[src/rtl/mem_ctrl_pkg.sv]
// Shared widths, requester source ids and the command record layout
// for the memory-controller command path.
package mem_ctrl_pkg;

  localparam int DEF_ADDR_W = 16;
  localparam int DEF_DATA_W = 32;

  localparam logic [1:0] SRC_R1 = 2'd0;
  localparam logic [1:0] SRC_R2 = 2'd1;
  localparam logic [1:0] SRC_R3 = 2'd2;

  // Field order matches the packed FIFO word, MSB first.
  typedef struct packed {
    logic [1:0]            src;
    logic                  we;
    logic [DEF_ADDR_W-1:0] addr;
    logic [DEF_DATA_W-1:0] wdata;
  } mem_cmd_t;

endpackage

[src/rtl/mem_cmd_fifo.sv]
// Synchronous command FIFO; pointers carry one extra wrap bit so that
// full and empty are distinguished without an occupancy counter.
module mem_cmd_fifo #(
  parameter int WIDTH = 51,
  parameter int DEPTH = 4
) (
  input  logic             clk,
  input  logic             reset,
  input  logic             push_i,
  input  logic [WIDTH-1:0] push_data_i,
  input  logic             pop_i,
  output logic [WIDTH-1:0] head_o,
  output logic             full_o,
  output logic             empty_o
);

  localparam int AW = $clog2(DEPTH);

  logic [WIDTH-1:0] mem_q [DEPTH];
  logic [AW:0]      wr_ptr_q;
  logic [AW:0]      rd_ptr_q;
  logic             do_push;
  logic             do_pop;

  assign full_o  = (wr_ptr_q[AW] != rd_ptr_q[AW]) &&
                   (wr_ptr_q[AW-1:0] == rd_ptr_q[AW-1:0]);
  assign empty_o = (wr_ptr_q == rd_ptr_q);
  assign head_o  = mem_q[rd_ptr_q[AW-1:0]];

  assign do_push = push_i & ~full_o;
  assign do_pop  = pop_i & ~empty_o;

  always_ff @(posedge clk or posedge reset) begin
    if (reset) begin
      wr_ptr_q <= '0;
      rd_ptr_q <= '0;
      for (int i = 0; i < DEPTH; i++) mem_q[i] <= '0;
    end else begin
      if (do_push) begin
        mem_q[wr_ptr_q[AW-1:0]] <= push_data_i;
        wr_ptr_q                <= wr_ptr_q + (AW+1)'(1);
      end
      if (do_pop) rd_ptr_q <= rd_ptr_q + (AW+1)'(1);
    end
  end

endmodule

[src/rtl/mem_cmd_issue.sv]
// Captures one command per grant assertion from three requesters into a
// FIFO and issues the queued commands to memory over valid/ready.
module mem_cmd_issue
  import mem_ctrl_pkg::*;
#(
  parameter int ADDR_W     = DEF_ADDR_W,
  parameter int DATA_W     = DEF_DATA_W,
  parameter int FIFO_DEPTH = 4
) (
  input  logic              clk,
  input  logic              reset,
  input  logic              grant1,
  input  logic              grant2,
  input  logic              grant3,
  input  logic [ADDR_W-1:0] addr1,
  input  logic [ADDR_W-1:0] addr2,
  input  logic [ADDR_W-1:0] addr3,
  input  logic              we1,
  input  logic              we2,
  input  logic              we3,
  input  logic [DATA_W-1:0] wdata1,
  input  logic [DATA_W-1:0] wdata2,
  input  logic [DATA_W-1:0] wdata3,
  output logic              ack1,
  output logic              ack2,
  output logic              ack3,
  output logic              mem_valid,
  input  logic              mem_ready,
  output logic [ADDR_W-1:0] mem_addr,
  output logic              mem_we,
  output logic [DATA_W-1:0] mem_wdata,
  output logic [1:0]        mem_src,
  output logic              full,
  output logic              grant_err
);

  localparam int CMD_W = 2 + 1 + ADDR_W + DATA_W;

  logic [2:0]       grant;
  logic [2:0]       elig;
  logic [2:0]       sel_oh;
  logic [2:0]       arm_q, arm_d;
  logic [2:0]       ack_q, ack_d;
  logic             grant_err_q, grant_err_d;
  logic [1:0]       sel_src;
  logic             push;
  logic             pop;
  logic             fifo_empty;
  logic [CMD_W-1:0] push_data;
  logic [CMD_W-1:0] head;

  assign grant  = {grant3, grant2, grant1};
  assign elig   = grant & arm_q;
  // Lowest-index eligible requester wins.
  assign sel_oh = elig & (~elig + 3'd1);

  always_comb begin
    sel_src     = SRC_R1;
    push_data   = {SRC_R1, we1, addr1, wdata1};
    push        = (elig != 3'd0) && !full;
    ack_d       = push ? sel_oh : 3'd0;
    // A low grant re-arms; a capture disarms until the grant drops.
    arm_d       = ~grant | (arm_q & ~ack_d);
    grant_err_d = grant_err_q | ((grant & (grant - 3'd1)) != 3'd0);
    if (sel_oh[1]) begin
      sel_src   = SRC_R2;
      push_data = {SRC_R2, we2, addr2, wdata2};
    end else if (sel_oh[2]) begin
      sel_src   = SRC_R3;
      push_data = {SRC_R3, we3, addr3, wdata3};
    end
  end

  always_ff @(posedge clk or posedge reset) begin
    if (reset) begin
      arm_q       <= 3'b111;
      ack_q       <= 3'b000;
      grant_err_q <= 1'b0;
    end else begin
      arm_q       <= arm_d;
      ack_q       <= ack_d;
      grant_err_q <= grant_err_d;
    end
  end

  assign pop = mem_valid & mem_ready;

  mem_cmd_fifo #(
    .WIDTH (CMD_W),
    .DEPTH (FIFO_DEPTH)
  ) u_fifo (
    .clk         (clk),
    .reset       (reset),
    .push_i      (push),
    .push_data_i (push_data),
    .pop_i       (pop),
    .head_o      (head),
    .full_o      (full),
    .empty_o     (fifo_empty)
  );

  assign mem_valid = ~fifo_empty;
  assign {mem_src, mem_we, mem_addr, mem_wdata} = head;
  assign {ack3, ack2, ack1} = ack_q;
  assign grant_err = grant_err_q;

  logic unused_sel;
  assign unused_sel = ^sel_src;

endmodule

[config.mk]
export PLATFORM = sky130hd
export DESIGN_NAME = mem_cmd_issue
export DESIGN_NICKNAME = d
export VERILOG_FILES = /design/src/rtl/mem_ctrl_pkg.sv /design/src/rtl/mem_cmd_fifo.sv /design/src/rtl/mem_cmd_issue.sv
export SDC_FILE = /design/constraint.sdc
export NUM_CORES = 1
export LEC_CHECK = 0
export CAP_MARGIN = 20
export CORE_ASPECT_RATIO = 0.5
export CORE_UTILIZATION = 47
export CTS_CLUSTER_SIZE = 20
export DETAILED_ROUTE_END_ITERATION = 8
export PLACE_DENSITY = 0.74
export SYNTH_ARGS = -nofsm -noshare
export SYNTH_HDL_FRONTEND = slang
export SYNTH_SLANG_ARGS = --single-unit
[constraint.sdc]
create_clock -name clk -period 6.4 [get_ports clk]
set_clock_uncertainty 0.05 [all_clocks]
set_input_delay 0.96 -clock clk [delete_from_list [all_inputs] [get_ports clk]]
set_output_delay 0.96 -clock clk [all_outputs]
set_load 0.1 [all_outputs]
# ---- Word level (Yosys, flattened, before mapping)
# Cells that the tools add are included.
dict set report word_totals {
  reg_bits 217
  inputBits 153
  out_inout_bits 57
  elab_cells 50
}
dict set report classes {
  add_sub_neg 4
  magnitude_cmp 3
  n_eq_ne 3
  muxes 9
  bitwise 16
  n_reduce_logical 6
}
# op count
set op_table {}
lappend op_table {{$mux W51} 5}
lappend op_table {{$bwmux W204} 1}
lappend op_table {{$bmux W51 S2} 1}
lappend op_table {{$demux W51 S2} 1}
lappend op_table {{$and A3 B3 Y3} 4}
lappend op_table {{$add A3 B1 Y3 const B} 3}
lappend op_table {{$not A3 Y3} 3}
lappend op_table {{$ge A3 B3 Y1 const B} 2}
lappend op_table {{$not A2 Y3} 2}
lappend op_table {{$reduce_bool A3 Y1} 2}
lappend op_table {{$and A1 B1 Y1} 3}
lappend op_table {{$eq A3 B3 Y1} 1}
lappend op_table {{$logic_and A1 B1 Y1} 3}
lappend op_table {{$lt A3 B1 Y1 const B} 1}
lappend op_table {{$mux W3} 1}
lappend op_table {{$or A3 B3 Y3} 1}
lappend op_table {{$sub A3 B1 Y3 const B} 1}
lappend op_table {{$eq A2 B2 Y1} 1}
lappend op_table {{$not A1 Y1} 2}
lappend op_table {{$logic_not A1 Y1} 1}
lappend op_table {{$ne A1 B1 Y1} 1}
lappend op_table {{$or A1 B1 Y1} 1}

# ---- Depth between registers and ports, before layout
# Gate-level depths: netlist of the first run.
dict set report depth {
  ltp_word 8
  mapped_depth 8
  mapped_depth_nobuf 6
}

# ---- Modules after synthesis
# A second synthesis of the first run with hierarchy kept.
dict set report unflattened {
  hier_cells 810
  area_unflattened_um2 11227.0
}
# module n_inst cells_each area_per_inst_um2
set by_module_without_submodules {}
lappend by_module_without_submodules {mem_cmd_fifo 1 539 9618.0}
lappend by_module_without_submodules {mem_cmd_issue 1 271 1609.0}

# ---- Worst setup path before layout of the first run
# No wires, ideal clock.
dict set report synth_timing {
  path_type {flip-flop to output port}
  startpoint {reg u_fifo.rd_ptr_q[0]}
  endpoint {out mem_addr[0]}
  arrival_ns 1.703
  t_required_ns 5.390
  setup_slack_ns 3.687
  path_stages_with_launch 5
  path_cell_list {dfrtp_1 -> buf_6 -> buf_2 -> buf_1 -> mux4_2}
}
dict set report synth_between {
  elab_chain_cells 4
}
# item line_no
set synth_rtl {}
lappend synth_rtl {{start, declared} mem_cmd_fifo.sv:21} ;# logic [AW:0] rd_ptr_q;
lappend synth_rtl {{start signal, assigned} mem_cmd_fifo.sv:43} ;# if (do_pop) rd_ptr_q <= rd_ptr_q + (AW+1)'(1);
lappend synth_rtl {{$not A2 Y3 (not written as such)} mem_cmd_fifo.sv:28} ;# assign head_o = mem_q[rd_ptr_q[AW-1:0]];
lappend synth_rtl {{$bmux W51 S2} mem_cmd_fifo.sv:28}
lappend synth_rtl {{$mux W51 (not written as such) (2 in series)} mem_cmd_fifo.sv:28}
lappend synth_rtl {{end, declared} mem_cmd_issue.sv:29} ;# output logic [ADDR_W-1:0] mem_addr,
# No other way between the ends. The select of a mux whose other input is x is not followed.

# ---- Final worst setup path of the first run
dict set report layout_timing {
  startpoint {reg u_fifo.rd_ptr_q[1]}
  endpoint {out full}
}
dict set report layout_between {
  elab_chain_cells 2
}
# item line_no
set layout_rtl {}
lappend layout_rtl {{$eq A2 B2 Y1} mem_cmd_fifo.sv:26} ;# (wr_ptr_q[AW-1:0] == rd_ptr_q[AW-1:0]);
lappend layout_rtl {{$logic_and A1 B1 Y1} mem_cmd_fifo.sv:25} ;# assign full_o = (wr_ptr_q[AW] != rd_ptr_q[AW]) &&
lappend layout_rtl {{end, declared} mem_cmd_issue.sv:33} ;# output logic full,
# No other way between the ends.

==> reports/summary.txt, run 1 <==
register area share after synthesis = 0.512
P&R area growth vs syn = 26.5%
CTS tree = done
1st-iter DRT viols = 579
Root Buffer = clkbuf_16
die width = 215 um
total grt overflow = 0
Final setup viols = 0
post-layout min period = 4.41 ns
count leader, synth = dfrtp_1
Post-CTS Setup Repair Bufs = 0
initial antenna violation count = 1
Clock Path Buffers = 3
WL met3 = 946 um
top layer in use = met4
HP Class = register to register
gr usage total = 0.245
DRC viols = 0
synthesis-stage register bit count = 217
post_cts resized = 0
detailed-route vias per instance = 5.67
Least-Margin Pin Slew = 1.07 ns
CTS Sinks = 217
Post-Place Cells = 1,395
fin. max-slew vios = 0
Synth Instances = 960
Yosys top cell area share = 0.504
DIE AREA = 0.0232 sq mm
DP Wirelength = 17.8 mm
Yosys cell types = 36
Mapped Nets = 1,118
crit path max fanout = 44
final wirelength = 28.1 mm
YS warnings = 0
fin cells = 1,434
I/O Buffers = 209
Setup CP Type = register to output pin
syn avg cell area = 11.1 sq um
most common library cells after synthesis = dfrtp_1, nand2_1, o21ai_1
met1 WL = 12.7 mm
required time worst endpoint = 5.39 ns
top post-synthesis cells by area = dfrtp_1, mux4_2, nand2_1
final layout net count = 1,277
Fillers = 1,674
number of synthesized flops with an enable pin = 0
CP Launch Type = register
routed len/inst = 19.6 um
Slew headroom = 0.287
critical path capture point type = output pin
CTS H-tree lvls = 1
asr flop ratio synth = 1.00
outcome = finished clean
vias = 8,125
starting density of the core = 0.485
vias in the first global route = 8,501
Worst Slack Setup Final = 1.99 ns
pre-CTS setup slack = 2.18 ns
met2 wire length = 14.1 mm
Worst Path Arrival = 3.40 ns
fmax = 227 MHz
Synth Cell Area = 0.0106 sq mm
Worst-Skew Late Latency = 0.49 ns
Max Cap Viol = 0
row count = 38
gp weighted congestion = 0.755
Hold Vio Cnt, Final = 0
fin crit share = 0.689
Fin Setup TNS = 0 ns
clk slew on worst S/H paths = 0.06 ns
I/O pin count = 210
pin count of the biggest net entering global routing = 76
DIE HEIGHT = 108 um
first-pass GRT wire length = 44.9 mm
Pre-antenna DRT Iters = 5
Routed Antenna Nets = 0
unrepaired setup endpoints after global routing = false
Core Footprint = 0.0219 sq mm
share of layout cells above drive strength 1 = 0.144
Yosys top cell by area = dfrtp_1
TritonCTS buffer count = 20
top_reg_cell synth = dfrtp_1
post-cts hold buffer count = 0
-- through the flow --
| step | instance area, sq um | hold slack (ns) | utilization |
|---|---|---|---|
| 2_1_floorplan | 10600 | 0.395 | - |
| 3_3_place_gp | 12700 | 0.406 | 0.580 |
| 3_5_place_dp | 12700 | 0.419 | 0.580 |
| 4_1_cts | 13400 | 0.432 | 0.611 |
| 5_1_grt | 13400 | 0.444 | 0.613 |
| 6_report | 13400 | 0.429 | 0.613 |
-- logic make-up (layout without fill, tap and decap cells) --
| group | Yosys count | after routing | synth area share |
|---|---|---|---|
| compound gates | 312 | 312 | 0.207 |
| xor+xnor | 7 | 7 | 0.00648 |
| fa+ha+maj | 5 | 5 | 0.00589 |
| buf+inv | 95 | 268 | 0.0491 |
| flops | 217 | 217 | 0.512 |
| mux | 53 | 53 | 0.110 |
| other cells | 0 | 1 | 0 |
| simple gates | 271 | 271 | 0.110 |
-- flip-flops by register name (all words and copies together) (netlist names) --
signal and cells:
u_fifo.mem_q 204, ack_q 3, grant_err 1, u_fifo.wr_ptr_q 3
arm_q 3, u_fifo.rd_ptr_q 3
-- layout by cell type (no fill, tap or decap), drive strengths merged, types with 2 or more instances in the layout --
master,Yosys,layout
clkdlybuf4s50,0,209
clkinv,0,3
or2,2,2
dfrtp,214,214
o21a,49,49
nor2,4,4
mux2,2,2
dfstp,3,3
and2,2,2
a221oi,49,49
nand2,210,210
inv,7,6
and3,50,50
o21ai,205,205
ha,5,5
mux4,51,51
buf,63,16
clkbuf,25,32
a311o,4,4
xnor2,6,6
-- per-layer routing --
| metal | vias up | GRT usage |
|---|---|---|
| met1 | 4091 | 0.334 |
| met3 | 31 | 0.0304 |
| met4 | 0 | 0.0577 |
| li1 | 3818 | - |
| met5 | - | 0 |
| met2 | 185 | 0.424 |
-- final timing paths --
path	start	slack, ns	depth (start not counted)	to
max	u_fifo.rd_ptr_q[1]$_DFFE_PP0P_	1.99	4	full
min	u_fifo.mem_q[32]$_DFFE_PP0P_	0.43	2	u_fifo.mem_q[32]$_DFFE_PP0P_
max reg2reg	arm_q[2]$_DFF_PP1_	3.19	4	u_fifo.mem_q[147]$_DFFE_PP0P_
min reg2reg	u_fifo.mem_q[32]$_DFFE_PP0P_	0.43	2	u_fifo.mem_q[32]$_DFFE_PP0P_
max in group asynchronous	reset	4.40	3	u_fifo.mem_q[203]$_DFFE_PP0P_
min in group asynchronous	reset	0.72	2	u_fifo.mem_q[3]$_DFFE_PP0P_
-- critical path: stages (launching register included) --
cell	delay (ns)
dfrtp_4	0.59
buf_16	0.27
xnor2_1	0.42
and3_1	0.43
clkdlybuf4s50_1	1.20
-- layout make-up --
type / count / area, sq um / area share
antenna: 1 / 2.50 / 0.000186
inverter: 7 / 30.0 / 0.00224
tap: 300 / 375 / 0.0279
multi-input combinational: 648 / 4680 / 0.348
sequential: 217 / 5440 / 0.405
clock inverter: 4 / 45.0 / 0.00335
clock buffer: 32 / 617 / 0.0459
timing repair buffer: 225 / 2240 / 0.167
Power of run 1 is not shown: default switching activity piles up to over one toggle a cycle in this logic, so the estimate is an artifact.
==> run 2: changes to the inputs <==
==> constraint.sdc (replaced) <==
create_clock -name clk -period 3.9 [get_ports clk]
set_clock_uncertainty 0.05 [all_clocks]
set_input_delay 0.585 -clock clk [delete_from_list [all_inputs] [get_ports clk]]
set_output_delay 0.585 -clock clk [all_outputs]
set_load 0.1 [all_outputs]
==> reports/summary.txt, run 2 (synthesized netlist as in run 1, its figures left out) <==
Post-CTS Setup Repair Bufs = 0
gr usage total = 0.244
Worst-Skew Late Latency = 0.49 ns
Final setup viols = 0
detailed-route vias per instance = 5.63
fmax = 308 MHz
# diodes = 0
Max Cap Viol = 0
r2r startpoint = u_fifo.rd_ptr_q[1]$_DFFE_PP0P_
CTS tree = done
most common cell after layout, fill and taps aside = dfrtp_1
gp weighted congestion = 0.750
Slew headroom = 0.297
Least-Margin Pin Slew = 1.05 ns
routed len/inst = 19.1 um
Setup CP Type = register to output pin
post-layout min period = 3.24 ns
share of layout cells above drive strength 1 = 0.199
unrepaired setup endpoints after global routing = false
Routed Antenna Nets = 0
post-cts hold buffer count = 0
starting density of the core = 0.485
Setup crit start = u_fifo.rd_ptr_q[1]$_DFFE_PP0P_
Core Footprint = 0.0219 sq mm
1st-iter DRT viols = 521
total grt overflow = 0
r2r worst-path depth = 5
crit path to = mem_wdata[17]
Clock Path Buffers = 3
Pre-antenna DRT Iters = 5
CTS Sinks = 217
HP Class = primary input to async pin
final wirelength = 27.5 mm
row count = 38
P&R area growth vs syn = 26.4%
reg-to-reg slack, setup = 1.35 ns
crit path max fanout = 39
initial antenna violation count = 0
Fin Setup TNS = 0 ns
reg2reg end = u_fifo.mem_q[21]$_DFFE_PP0P_
CP Launch Type = register
vias = 8,139
I/O pin count = 210
die width = 215 um
pin count of the biggest net entering global routing = 117
Hold Vio Cnt, Final = 0
DIE AREA = 0.0232 sq mm
DRC viols = 0
post_cts resized = 0
DP Wirelength = 18.3 mm
I/O Buffers = 209
fin. max-slew vios = 0
clk slew on worst S/H paths = 0.07 ns
TritonCTS buffer count = 21
Most flops, register = u_fifo.mem_q
most frequent cells in the layout = dfrtp_1, nand2_1, clkdlybuf4s50_1, o21ai_1, o21ai_0
critical path capture point type = output pin
max reg flops = 204
vias in the first global route = 8,380
DIE HEIGHT = 108 um
fin crit share = 0.831
CTS H-tree lvls = 1
Worst Path Arrival = 2.61 ns
required time worst endpoint = 3.26 ns
outcome = finished clean
first-pass GRT wire length = 45.1 mm
Root Buffer = clkbuf_16
final layout net count = 1,290
[run 2: cell count changes in the layout (fill, tap and decap cells not counted)]
cell and delta:
clkbuf_8 -1, clkinv_4 +1, buf_16 -1, buf_12 +5, diode_2 -1, clkinvlp_4 +1, clkdlybuf4s50_1 -53, clkinv_2 -1
buf_4 +61
[run 2: worst min-delay path by stage]
stage,endpoint
after floorplan,u_fifo.mem_q[100]$_DFFE_PP0P_
after global placement,u_fifo.mem_q[44]$_DFFE_PP0P_
after detailed placement,u_fifo.mem_q[100]$_DFFE_PP0P_
after CTS,u_fifo.mem_q[104]$_DFFE_PP0P_
after global routing,u_fifo.mem_q[104]$_DFFE_PP0P_
final,u_fifo.mem_q[154]$_DFFE_PP0P_
[run 2: layout make-up]
type / count / area, sq um
Clock buffer: 31 / 603
Clock inverter: 5 / 56.3
Fill cell: 1739 / 8490
Inverter: 7 / 30.0
Multi-Input combinational cell: 648 / 4680
Sequential cell: 217 / 5440
Tap cell: 300 / 375
Timing Repair Buffer: 237 / 2240
[run 2: stage by stage]
step	util	cells	worst slack, ns	hold slack, ns	area (sq um)
2_1_floorplan	-	960	0.441	0.395	10600
3_3_place_gp	0.583	1409	0.940	0.406	12800
3_5_place_dp	0.583	1409	0.893	0.415	12800
4_1_cts	0.613	1445	0.569	0.420	13400
5_1_grt	0.613	1445	0.489	0.442	13400
6_report	0.613	1445	0.658	0.418	13400
[run 2: critical path, stage by stage (launching register included)]
cell     delay, ns
dfrtp_4       0.95
buf_4         0.35
mux4_2        0.55
buf_4         0.25
[run 2: layer usage]
layer,share of wire,GRT usage
met3,0.039,0.0326
met1,0.45,0.332
met4,0.027,0.0745
met5,0,0
met2,0.49,0.413
Power of run 2 is left out for the same reason.
